==> src/rtl/risc_kgp_seq_pkg.sv <==
// ---------------------------------------------------------------------------
// risc_kgp_seq_pkg
// Shared definitions for the RISC-KGP multi-cycle phase sequencer:
//   - seq_state_e   : sequencer state encoding
//   - DEFAULT_HALT_OPCODE : opcode (instr[31:27]) that stops the sequencer
//   - PH_*          : bit positions of the per-phase enables in the internal
//                     enable vector
//   - max_int       : elaboration-time helper for counter sizing
//   - phase_enables : maps a state to the enables that are active in it
// ---------------------------------------------------------------------------
package risc_kgp_seq_pkg;

    typedef enum logic [2:0] {
        IDLE   = 3'd0,
        FETCH  = 3'd1,
        DECODE = 3'd2,
        EXEC   = 3'd3,
        MEM    = 3'd4,
        WB     = 3'd5,
        HALT   = 3'd6
    } seq_state_e;

    localparam logic [4:0] DEFAULT_HALT_OPCODE = 5'h1F;

    // Phase-enable bit positions
    localparam int PH_IMEM = 0;
    localparam int PH_IR   = 1;
    localparam int PH_ALU  = 2;
    localparam int PH_DMEM = 3;
    localparam int PH_RF   = 4;
    localparam int PH_PC   = 5;
    localparam int PH_NUM  = 6;

    function automatic int max_int(input int a, input int b);
        return (a > b) ? a : b;
    endfunction

    // ir_flag marks the last FETCH cycle, where the instruction is latched.
    function automatic logic [PH_NUM-1:0] phase_enables(input seq_state_e st,
                                                        input logic       ir_flag);
        logic [PH_NUM-1:0] en;
        en = '0;
        case (st)
            FETCH: begin
                en[PH_IMEM] = 1'b1;
                en[PH_IR]   = ir_flag;
            end
            EXEC:    en[PH_ALU]  = 1'b1;
            MEM:     en[PH_DMEM] = 1'b1;
            WB: begin
                en[PH_RF] = 1'b1;
                en[PH_PC] = 1'b1;
            end
            default: en = '0;
        endcase
        return en;
    endfunction

endpackage

==> src/rtl/risc_kgp_wait_cnt.sv <==
// ---------------------------------------------------------------------------
// risc_kgp_wait_cnt
// Loadable down-counter with zero flag. Used by the sequencer both for the
// instruction-memory latency in FETCH and for the data-memory timeout in MEM.
// Ports:
//   clk      in  core clock
//   reset    in  asynchronous, active-high; clears the count
//   load     in  load load_val (has priority over dec)
//   load_val in  W-bit value to load
//   dec      in  decrement by one; saturates at zero
//   zero     out count is zero
// ---------------------------------------------------------------------------
module risc_kgp_wait_cnt #(
    parameter int W = 4
) (
    input  logic         clk,
    input  logic         reset,
    input  logic         load,
    input  logic [W-1:0] load_val,
    input  logic         dec,
    output logic         zero
);

    logic [W-1:0] cnt_q;
    logic [W-1:0] cnt_d;

    always_comb begin
        cnt_d = cnt_q;
        if (load) begin
            cnt_d = load_val;
        end else if (dec && (cnt_q != '0)) begin
            cnt_d = cnt_q - W'(1);
        end
    end

    always_ff @(posedge clk or posedge reset) begin
        if (reset) begin
            cnt_q <= '0;
        end else begin
            cnt_q <= cnt_d;
        end
    end

    assign zero = (cnt_q == '0);

endmodule

==> src/rtl/risc_kgp_seq_ctrl.sv <==
// ---------------------------------------------------------------------------
// risc_kgp_seq_ctrl
// Multi-cycle phase sequencer for the RISC-KGP datapath:
//   IDLE -> FETCH -> DECODE -> EXEC -> [MEM] -> WB -> FETCH/IDLE/HALT
// Every output is a flop loaded from the decode of the next state, so there
// is no combinational path from any input to any output.
// Optional feature: define SEQ_TIMEOUT_EN to enable the MEM-phase timeout
// (TIMEOUT_CYC cycles without mem_ready -> sticky err and HALT without WB).
// Without it MEM waits indefinitely and err stays 0.
// Ports:
//   clk, reset (async, active-high)
//   run        level start/resume from IDLE
//   halt_req   external stop; honoured after the current instruction's WB
//   opcode     instr[31:27], sampled in DECODE
//   mem_rd/mem_wr  Control's MemRead/MemWrite, sampled in EXEC
//   mem_ready  data-memory completion, only observed in MEM
//   imem_en, ir_load, alu_en, dmem_en, rf_we_gate, pc_we  phase enables
//   busy, halted, err, retired[CNT_W]                     status
// ---------------------------------------------------------------------------
module risc_kgp_seq_ctrl
    import risc_kgp_seq_pkg::*;
#(
    parameter int         IMEM_LAT    = 2,
    parameter logic [4:0] HALT_OPCODE = DEFAULT_HALT_OPCODE,
    parameter int         CNT_W       = 32,
    parameter int         TIMEOUT_CYC = 64
) (
    input  logic             clk,
    input  logic             reset,
    input  logic             run,
    input  logic             halt_req,
    input  logic [4:0]       opcode,
    input  logic             mem_rd,
    input  logic             mem_wr,
    input  logic             mem_ready,
    output logic             imem_en,
    output logic             ir_load,
    output logic             alu_en,
    output logic             dmem_en,
    output logic             rf_we_gate,
    output logic             pc_we,
    output logic             busy,
    output logic             halted,
    output logic             err,
    output logic [CNT_W-1:0] retired
);

    localparam int                WAIT_W     = $clog2(max_int(IMEM_LAT, TIMEOUT_CYC) + 1);
    localparam logic [WAIT_W-1:0] FETCH_LOAD = WAIT_W'(IMEM_LAT - 1);
    localparam logic [WAIT_W-1:0] MEM_LOAD   = WAIT_W'(TIMEOUT_CYC - 1);

    seq_state_e        state_q, state_d;
    logic              ir_flag_q, ir_flag_d;
    logic              halt_pend_q, halt_pend_d;
    logic              err_q, err_d;
    logic              busy_q, busy_d;
    logic              halted_q, halted_d;
    logic [CNT_W-1:0]  retired_q, retired_d;
    logic [PH_NUM-1:0] en_q, en_d;

    logic              cnt_load;
    logic [WAIT_W-1:0] cnt_load_val;
    logic              cnt_dec;
    logic              cnt_zero;

    risc_kgp_wait_cnt #(
        .W (WAIT_W)
    ) u_wait_cnt (
        .clk      (clk),
        .reset    (reset),
        .load     (cnt_load),
        .load_val (cnt_load_val),
        .dec      (cnt_dec),
        .zero     (cnt_zero)
    );

    // Next-state and output decode
    always_comb begin
        state_d      = state_q;
        ir_flag_d    = 1'b0;
        halt_pend_d  = halt_pend_q;
        err_d        = err_q;
        retired_d    = retired_q;
        cnt_load     = 1'b0;
        cnt_load_val = '0;
        cnt_dec      = 1'b0;

        case (state_q)
            IDLE: begin
                if (run) begin
                    state_d      = FETCH;
                    cnt_load     = 1'b1;
                    cnt_load_val = FETCH_LOAD;
                end
            end
            FETCH: begin
                // Count the memory latency down, then spend one extra
                // cycle with ir_load high before moving on.
                if (ir_flag_q) begin
                    state_d = DECODE;
                end else if (cnt_zero) begin
                    ir_flag_d = 1'b1;
                end else begin
                    cnt_dec = 1'b1;
                end
            end
            DECODE: begin
                state_d = (opcode == HALT_OPCODE) ? HALT : EXEC;
            end
            EXEC: begin
                // mem_rd & mem_wr together is treated as a write; both take
                // the same MEM path, so no distinction is needed here.
                if (mem_rd || mem_wr) begin
                    state_d      = MEM;
                    cnt_load     = 1'b1;
                    cnt_load_val = MEM_LOAD;
                end else begin
                    state_d = WB;
                end
            end
            MEM: begin
                if (mem_ready) begin
                    state_d = WB;
                end
`ifdef SEQ_TIMEOUT_EN
                else if (cnt_zero) begin
                    state_d = HALT;
                    err_d   = 1'b1;
                end else begin
                    cnt_dec = 1'b1;
                end
`endif
            end
            WB: begin
                if (halt_req || halt_pend_q) begin
                    state_d = HALT;
                end else if (!run) begin
                    state_d = IDLE;
                end else begin
                    state_d      = FETCH;
                    cnt_load     = 1'b1;
                    cnt_load_val = FETCH_LOAD;
                end
            end
            HALT: begin
                state_d = HALT;
            end
            default: begin
                state_d = IDLE;
            end
        endcase

        // Remember a halt request seen mid-instruction so it takes effect
        // only after the instruction has written back.
        if (halt_req && busy_q) begin
            halt_pend_d = 1'b1;
        end

        // WB lasts exactly one cycle, so counting WB entries counts retires.
        if (state_d == WB) begin
            retired_d = retired_q + CNT_W'(1);
        end

        en_d     = phase_enables(state_d, ir_flag_d);
        busy_d   = (state_d != IDLE) && (state_d != HALT);
        halted_d = (state_d == HALT);
    end

    always_ff @(posedge clk or posedge reset) begin
        if (reset) begin
            state_q     <= IDLE;
            ir_flag_q   <= 1'b0;
            halt_pend_q <= 1'b0;
            err_q       <= 1'b0;
            busy_q      <= 1'b0;
            halted_q    <= 1'b0;
            retired_q   <= '0;
        end else begin
            state_q     <= state_d;
            ir_flag_q   <= ir_flag_d;
            halt_pend_q <= halt_pend_d;
            err_q       <= err_d;
            busy_q      <= busy_d;
            halted_q    <= halted_d;
            retired_q   <= retired_d;
        end
    end

    // One flop per phase enable
    genvar gi;
    generate
        for (gi = 0; gi < PH_NUM; gi++) begin : g_en
            always_ff @(posedge clk or posedge reset) begin
                if (reset) begin
                    en_q[gi] <= 1'b0;
                end else begin
                    en_q[gi] <= en_d[gi];
                end
            end
        end
    endgenerate

    assign imem_en    = en_q[PH_IMEM];
    assign ir_load    = en_q[PH_IR];
    assign alu_en     = en_q[PH_ALU];
    assign dmem_en    = en_q[PH_DMEM];
    assign rf_we_gate = en_q[PH_RF];
    assign pc_we      = en_q[PH_PC];
    assign busy       = busy_q;
    assign halted     = halted_q;
    assign err        = err_q;
    assign retired    = retired_q;

endmodule

==> config.mk <==
export PLATFORM = sky130hd
export DESIGN_NAME = risc_kgp_seq_ctrl
export DESIGN_NICKNAME = d
export VERILOG_FILES = /design/src/rtl/risc_kgp_seq_pkg.sv /design/src/rtl/risc_kgp_wait_cnt.sv /design/src/rtl/risc_kgp_seq_ctrl.sv
export SDC_FILE = /design/constraint.sdc
export NUM_CORES = 1
export LEC_CHECK = 0
export ABC_AREA = 1
export BUFFER_PORTS_ARGS = -buffer_cell sky130_fd_sc_hd__buf_2
export CELL_PAD_IN_SITES_DETAIL_PLACEMENT = 2
export CELL_PAD_IN_SITES_GLOBAL_PLACEMENT = 2
export CORE_MARGIN = 5
export CORE_UTILIZATION = 34
export CTS_BUF_LIST = sky130_fd_sc_hd__clkbuf_16
export DETAILED_ROUTE_END_ITERATION = 6
export HOLD_SLACK_MARGIN = 0.08
export PLACE_DENSITY_LB_ADDON = 0.25
export SYNTH_ARGS = -nofsm -noshare
export SYNTH_HDL_FRONTEND = slang
export SYNTH_SLANG_ARGS = --single-unit
==> constraint.sdc <==
create_clock -name clk -period 3.56 [get_ports clk]
set_input_delay 0.712 -clock clk [delete_from_list [all_inputs] [get_ports clk]]
set_output_delay 0.712 -clock clk [all_outputs]
set_load 0.02 [all_outputs]
==> After elaboration in Yosys (flattened, before gate mapping) <==
Cells that the tools add are included.
{ "totals": {"wordCells": 66, "inputBits": 12, "register_bits": 52} }
{ "op_classes": {"n_eq_ne": 13, "reduce_logical": 10, "add_sub_neg": 2, "mux": 28} }
{ "op_table": {"columns": ["operator", "n"], "rows": [
  ["$add 32x1->32 const B", 1],
  ["$pmux 3 s7", 1],
  ["$eq 3x3->1 const B", 6],
  ["$pmux 6 s3", 1],
  ["$mux 1", 15],
  ["$mux 3", 5],
  ["$mux 7", 2],
  ["$eq 3x2->1 const B", 3],
  ["$logic_not 7->1", 1],
  ["$reduce_bool 7->1", 1],
  ["$sub 7x1->7 const B", 1],
  ["$eq 3x1->1 const B", 2],
  ["$mux 6", 1],
  ["$eq 5x5->1 const B", 1],
  ["$mux 2", 2],
  ["$logic_and 1x1->1", 3],
  ["$logic_not 3->1", 1],
  ["$ne 3x3->1 const B", 1],
  ["$pmux 1 s3", 1],
  ["$reduce_bool 3->1", 1],
  ["$logic_or 1x1->1", 2],
  ["$reduce_bool 2->1", 1]
]} }

==> Logic depth before layout (Yosys ltp) <==
Gate-level depths: netlist of the first run.
{ "depth": {"word_depth": 7, "ltp_mapped": 10, "depth_no_buf": 10} }

==> Cells and area by module <==
A second synthesis of the first run with hierarchy kept.
{ "unflattened": {"cells_unflattened": 483, "area_unflattened_um2": 3191.8} }
{ "modules_own_cells": {"columns": ["mod", "n_inst", "cells_per_inst", "area_each_um2"], "rows": [
  ["risc_kgp_seq_ctrl", 1, 409, 2682.6],
  ["risc_kgp_wait_cnt", 1, 74, 509.2]
]} }

==> Worst setup path before layout of the first run <==
No wires, ideal clock.
{ "synth_timing": {"path_type": "reg2reg", "from": "register retired_q[0], in the netlist retired[0]", "to": "register retired_q[14], in the netlist retired[14]", "setup_ns": 0.123, "stages_incl_launch_ff": 8, "slack_ns": 1.939, "arrival_time_ns": 1.497, "required_time_ns": 3.437, "cell_sequence": "dfrtp_1 > ha_1 > inv_2 > nor2_2 > nand2_1 > nor2_4 > nand3b_1 > xor2_1"} }
{ "synth_via": {"elab_chain_cells": 1} }
{ "synth_rtl": {"columns": ["element", "line", "rtl"], "rows": [
  ["from (decl)", "risc_kgp_seq_ctrl.sv:58", "logic [CNT_W-1:0] retired_q, retired_d;"],
  ["from (signal assigned)", "risc_kgp_seq_ctrl.sv:185", "retired_q <= retired_d;"],
  ["$add 32x1->32", "risc_kgp_seq_ctrl.sv:161", "retired_d = retired_q + CNT_W'(1);"]
]} }
No other way between the ends.
A chain may end at the register's enable or synchronous reset.

==> Worst setup path after layout of the first run <==
{ "layout_timing": {"from": "register retired_q[0], in the netlist retired[0]", "to": "register retired_q[24], in the netlist retired[24]"} }
Same word-level chain as after synthesis.

==> results of run 1 <==
through the flow:
step	cells	power [W]	cell area [µm²]
2_1_floorplan	454	0.00138	3160
3_3_place_gp	611	0.00155	3500
3_5_place_dp	611	0.00161	3500
4_1_cts	619	0.00211	3650
5_1_grt	619	0.00226	3650
6_report	619	0.00207	3650
routing by layer:
metal / GRT usage / vias to the layer above / share of wire / routed length (µm)
met4: 0.0329 / 0 / 0.0079 / 78
met1: 0.247 / 1507 / 0.46 / 4600
met5: 0 / - / 0 / 0
met3: 0.0237 / 6 / 0.022 / 214
li1: - / 1481 / - / -
met2: 0.337 / 39 / 0.51 / 5030
worst paths after layout:
kind	endpoint	from	slack, ns	cells past startpoint
max	retired[24]	retired[0]	1.66	10
min	halt_pend_q	busy	0.50	2
max reg2reg	retired[24]	retired[0]	1.66	10
min reg2reg	halt_pend_q	busy	0.50	2
max in group asynchronous	retired[24]	reset	2.28	3
min in group asynchronous	dmem_en	reset	0.55	2
layout make-up:
class / count / area (µm²)
flip-flops and latches: 51 / 1280
inverters: 52 / 198
well taps: 111 / 139
clock inverters: 3 / 20.0
fillers: 1142 / 5500
multi-input cells: 345 / 1630
repair buffers: 52 / 263
clock buffers: 5 / 125
registers in the layout (all words and copies together) (netlist names):
name,flops
busy,1
retired,32
alu_en,1
imem_en,1
rf_we_gate,1
halt_pend_q,1
state_q,3
ir_load,1
dmem_en,1
u_wait_cnt.cnt_q,7
halted,1
ir_flag_q,1
where the power goes:
group / switching [W] / internal (W) / leakage (nW)
registers: 0.0000994 / 0.000690 / 0.665
clock network: 0.000233 / 0.000260 / 0.0674
logic: 0.000554 / 0.000238 / 1.12
worst max-delay path, delay by kind of cell, from the launching register on:
kind | cells | cell delay (ns)
AND/OR/NAND/NOR | 7 | 0.74
flip-flops | 1 | 0.45
adder cells (fa/ha/maj) | 1 | 0.31
buffers and inverters | 2 | 0.28
logic make-up (layout without fill, tap and decap cells):
kind of cell,count (synthesis),in the layout
AO/OA/AOI/OAI,10,10
XOR/XNOR,17,17
adder cells (fa/ha/maj),3,3
buffers and inverters,58,112
flip-flops,51,51
other,1,1
AND/OR/NAND/NOR,314,314
Yosys cell counts:
master      n  area (µm²)
nand2_1   186         698
nor2_1     71         267
dfrtp_1    51        1280
inv_1      48         180
nand3_1    21         105
nor2_2      8        50.1
xor2_1      8        70.1
nand2_2     7        43.8
o21ai_0     7        35.0
xnor2_1     6        52.6
nand3b_1    5        37.5
nand4_1     5        31.3
buf_4       3        22.5
ha_1        3        37.5
inv_2       3        11.3
nand2_4     3        33.8
nor2_4      3        33.8
xnor2_2     3        48.8
buf_6       2        22.5
nand4_2     2        25.0
o21ai_1     2        10.0
a21o_1      1        7.51
buf_8       1        15.0
conb_1      1        3.75
inv_4       1        6.26
nand3_2     1        10.0
nand3_4     1        17.5
nor3_2      1        10.0
==> qor.yml, run 1 <==
outcome:
  status: "finished, final reports clean"
placed_design:
  io_buffers: 51
  dpl_worst_slack_ns: 1.42
  place_hpwl_um: 7730
  gp_congestion: 0.776
synthesis:
  synth_xor_area_frac: 0.0542
  yosysWarnings: 0
  syn-instance-count: 454
  synth_cell_types: 28
  synth-seq-cells: 51
  ys_seq_area_frac: 0.404
  synth-simple-area-share: 0.431
  synthAdderAreaFrac: 0.0119
  synth_nets: 469
  syn_avg_cell_area_um2: 6.96
  synth_area_um2: 3160
  synth-compound-area-share: 0.0166
  synth.area.mux_share: 0
  synth_top_family_by_area: "simple AND/OR/NAND/NOR gates"
grt:
  grt_use_total: 0.188
  grt_pass1_wl_um: 17200
  grt_pass1_vias: 3330
  grt_start_max_net_pins: 36
  antenna_found_initial: 0
  overflow: 0
timing:
  whs_ns: 0.498
  min_period_ns: 1.90
  setup_ws_ns: 1.66
  fin_skew_ns: 0.00548
  tightest_slew_ns: 0.767
  final-setup-viol-count: 0
  timing.fmax_mhz: 527
  max-slew-margin-rel: 0.488
  finalCritPeriodShare: 0.533
  rsz0062_at_grt: "false"
  slew_viol_final: 0
  tns_ns: 0
  finalHoldViolCount: 0
clocking:
  cts_tree: "built"
  ctsResizeCount: 0
  root_buffer: "clkbuf_16"
  cts_setup_buffers: 0
  cts_buffers: 5
  cts.sinks: 51
  clk_pin_slew_worst_paths_ns: 0.07
  h-tree-depth: 2
  worstSkewPairLatency_ns: 0.29
  cts_hold_buf: 0
  cts_buffer_depth: 2
drt:
  drcViolationCount: 0
  antenna_left: 0
  vias: 3033
  viasPerCell: 4.90
  drtPass1Iterations: 4
  initialDrtViolationCount: 82
  totalWireLength_um: 9930
  wl_per_cell_um: 16.0
setup_path:
  cp-end-kind: "flop"
  slowest_stage: "dfrtp_1"
  cp-start-kind: "flop"
  worstSetupPathType: "flop to flop"
  cpPeakStageDelay_ns: 0.45
  crit_path_frequent_cell: "nand2_1"
  cp.required_ns: 3.74
  cp.arrival_ns: 2.08
  path_max_fanout: 6
  path_cells: "ha_1 > inv_2 > nor2_2 > nand2_1 > inv_1 > nand2_1 > nand2_1 > nand2_1 > nand2_1 > nand2_1"
die:
  initial_core_util: 0.345
  dieArea_um2: 11300
  rows: 35
  core_area_um2: 9150
  boundaryPins: 53
  die_h_um: 106
  fp.dieW_um: 106
finish:
  syn2layout_area_growth_pct: 15.4
  fin_nets: 522
  final_common_cell: "nand2_1"
  fin_util: 0.399
  layout_common_cells: "nand2_1, nor2_1, dfrtp_1, buf_2, inv_1"
  diodes: 0
  layout-drive-gt1-share: 0.183
power_and_ir_drop:
  max-vdd-ir-drop_uv: 296
  leakagePower_nw: 1.85
  p_per_area_nw_per_um2: 568
flow_run:
  max_cap_violations: 0
min_path:
  hp-class: "flop to flop"
Power figures use the tool's default switching activity.
==> run 2: changes to the inputs <==
- CORE_UTILIZATION: 34 -> 31
- clock period: 3.56 -> 2 ns (I/O delays scaled with it)
==> run 2 against run 1 <==
Fmax grew 8.1%. Critical path type unchanged. Cell count grew 3.7%. Global-route usage shrank 2.1 points. Largest cell class unchanged. Flip-flop and latch count is the same.
==> qor.yml, run 2 (synthesized netlist as in run 1, its figures left out) <==
timing:
  tns_ns: 0  # unchanged
  final-setup-viol-count: 0  # unchanged
  rsz0062_at_grt: "false"
  min_period_ns: 1.76  # -0.142 ns
  finalHoldViolCount: 0  # unchanged
  timing.fmax_mhz: 570  # +8.1%
  finalCritPeriodShare: 0.878  # +0.345
  fin_skew_ns: 0.00575  # +0.000266 ns
  setup_ws_ns: 0.245  # -1.42 ns
  slew_viol_final: 0  # unchanged
drt:
  totalWireLength_um: 9920  # about the same
  drtPass1Iterations: 4  # unchanged
  drcViolationCount: 0  # unchanged
  vias: 3007  # -0.86%
  viasPerCell: 4.68  # -4.4%
  wl_per_cell_um: 15.4  # -3.7%
  antenna_left: 0  # unchanged
  initialDrtViolationCount: 85  # +3.7%
die:
  initial_core_util: 0.321  # -0.0249
  dieArea_um2: 12300  # +8.7%
  boundaryPins: 53  # unchanged
  fp.dieW_um: 111  # +4.3%
  core_area_um2: 9860  # +7.8%
  rows: 36  # +2.9%
  die_h_um: 111  # +4.3%
finish:
  final_common_cell: "nand2_1"
  syn2layout_area_growth_pct: 17.4
  diodes: 0  # unchanged
  fin_area_um2: 3710  # +1.7%
  largest_reg_flops: 32  # unchanged
  fin_nets: 523  # +0.19%
  layout-drive-gt1-share: 0.187  # +0.00357
  layout_common_cells: "nand2_1, nor2_1, dfrtp_1, buf_2, inv_1"
  fillers: 1195  # +4.6%
  fin_util: 0.376  # -0.0224
clocking:
  ctsResizeCount: 0  # unchanged
  worstSkewPairLatency_ns: 0.29  # about the same
  cts_buffer_depth: 2  # unchanged
  clk_pin_slew_worst_paths_ns: 0.07  # about the same
  h-tree-depth: 2  # unchanged
  cts_hold_buf: 0  # unchanged
  cts_tree: "built"
  cts_setup_buffers: 0  # unchanged
  root_buffer: "clkbuf_16"
  cts_buffers: 5  # unchanged
  cts.sinks: 51  # unchanged
power_and_ir_drop:
  p_switching_w: 0.00160  # +80%
  clockPowerShare: 0.240  # +0.002
  p_per_area_nw_per_um2: 1010  # +77%
  netSwitchingFraction: 0.427  # about the same
  max-vdd-ir-drop_uv: 498  # +68%
  combPwrFrac: 0.382  # about the same
  p_int_w: 0.00214  # +80%
  leakagePower_nw: 1.87  # +1.1%
  power_frac_seq: 0.378  # -0.003
setup_path:
  worstSetupPathType: "flop to flop"
  cp.arrival_ns: 1.94  # -0.14 ns
  path_max_fanout: 6  # unchanged
  cp-start-kind: "flop"
  cp-end-kind: "flop"
  cp.required_ns: 2.18  # -1.56 ns
  reg2reg_slack_ns: 0.24  # -1.42 ns
grt:
  antenna_found_initial: 0  # unchanged
  grt_use_total: 0.168  # -0.0208
  grt_start_max_net_pins: 52  # +44%
  grt_pass1_vias: 3390  # +1.8%
  grt_pass1_wl_um: 16900  # -1.2%
  overflow: 0  # unchanged
outcome:
  status: "finished, final reports clean"
flow_run:
  max_cap_violations: 0  # unchanged
placed_design:
  gp_congestion: 0.797  # +2.7%
  placed_area_um2: 3560  # +1.7%
  io_buffers: 51  # unchanged
  dpl_worst_slack_ns: 0.240  # -1.18 ns
  place_hpwl_um: 7780  # +0.59%
min_path:
  hp-class: "input port to async pin"
[run 2: cell count changes in the layout (fill, tap and decap cells not counted), sizes merged]
cell      change
inv           +2
buf           +1
clkinv        -1
clkinvlp      -1
[run 2: routing by layer]
metal  GRT usage  vias up  routed length [µm]
li1            -     1476                   -
met4      0.0296        0                  78
met1       0.218     1488                4660
met5           0        -                   0
met3      0.0218        6                 242
met2       0.300       37                4940
[run 2: worst max-delay path, cell delays in order, from the launching register on]
cell      delay [ns]
dfrtp_1         0.47
ha_1            0.32
inv_2           0.08
nor2_2          0.21
nand2_1         0.15
nor2_4          0.16
nand3b_1        0.11
xor2_1          0.14
[run 2: area by class of cell]
class	count	area [µm²]	area share
repair buffers	53	295	0.0796
well taps	133	166	0.0448
flip-flops and latches	51	1280	0.344
clock buffers	5	125	0.0337
multi-input cells	345	1630	0.439
inverters	52	198	0.0533
clock inverters	3	22.5	0.00607
[run 2: power groups by stage]
stage / clock network (W) / registers [W] / logic, W
3_3_place_gp: 0 / 0.00142 / 0.00139
4_1_cts: 0.000926 / 0.00142 / 0.00147
6_report: 0.000896 / 0.00142 / 0.00143
3_5_place_dp: 0 / 0.00143 / 0.00147
5_1_grt: 0.000964 / 0.00144 / 0.00164
2_1_floorplan: 0 / 0.00149 / 0.000971
[run 2: final timing paths]
path	end	cells past startpoint	start
worst min register to register	halt_pend_q	2	busy
worst min-delay path	imem_en	3	reset
min in group clk	halt_pend_q	3	halt_req
max in group asynchronous	rf_we_gate	3	reset
worst max register to register	retired[14]	7	retired[0]
worst max-delay path	retired[14]	7	retired[0]
[run 2: per-stage QoR]
step                std cells  total power (W)  hold slack, ns
CTS                       642          0.00382           0.163
detailed placement        634          0.00290           0.482
global route              642          0.00405           0.170
floorplan                 454          0.00246           0.467
global placement          634          0.00281           0.472
finish                    642          0.00374           0.148
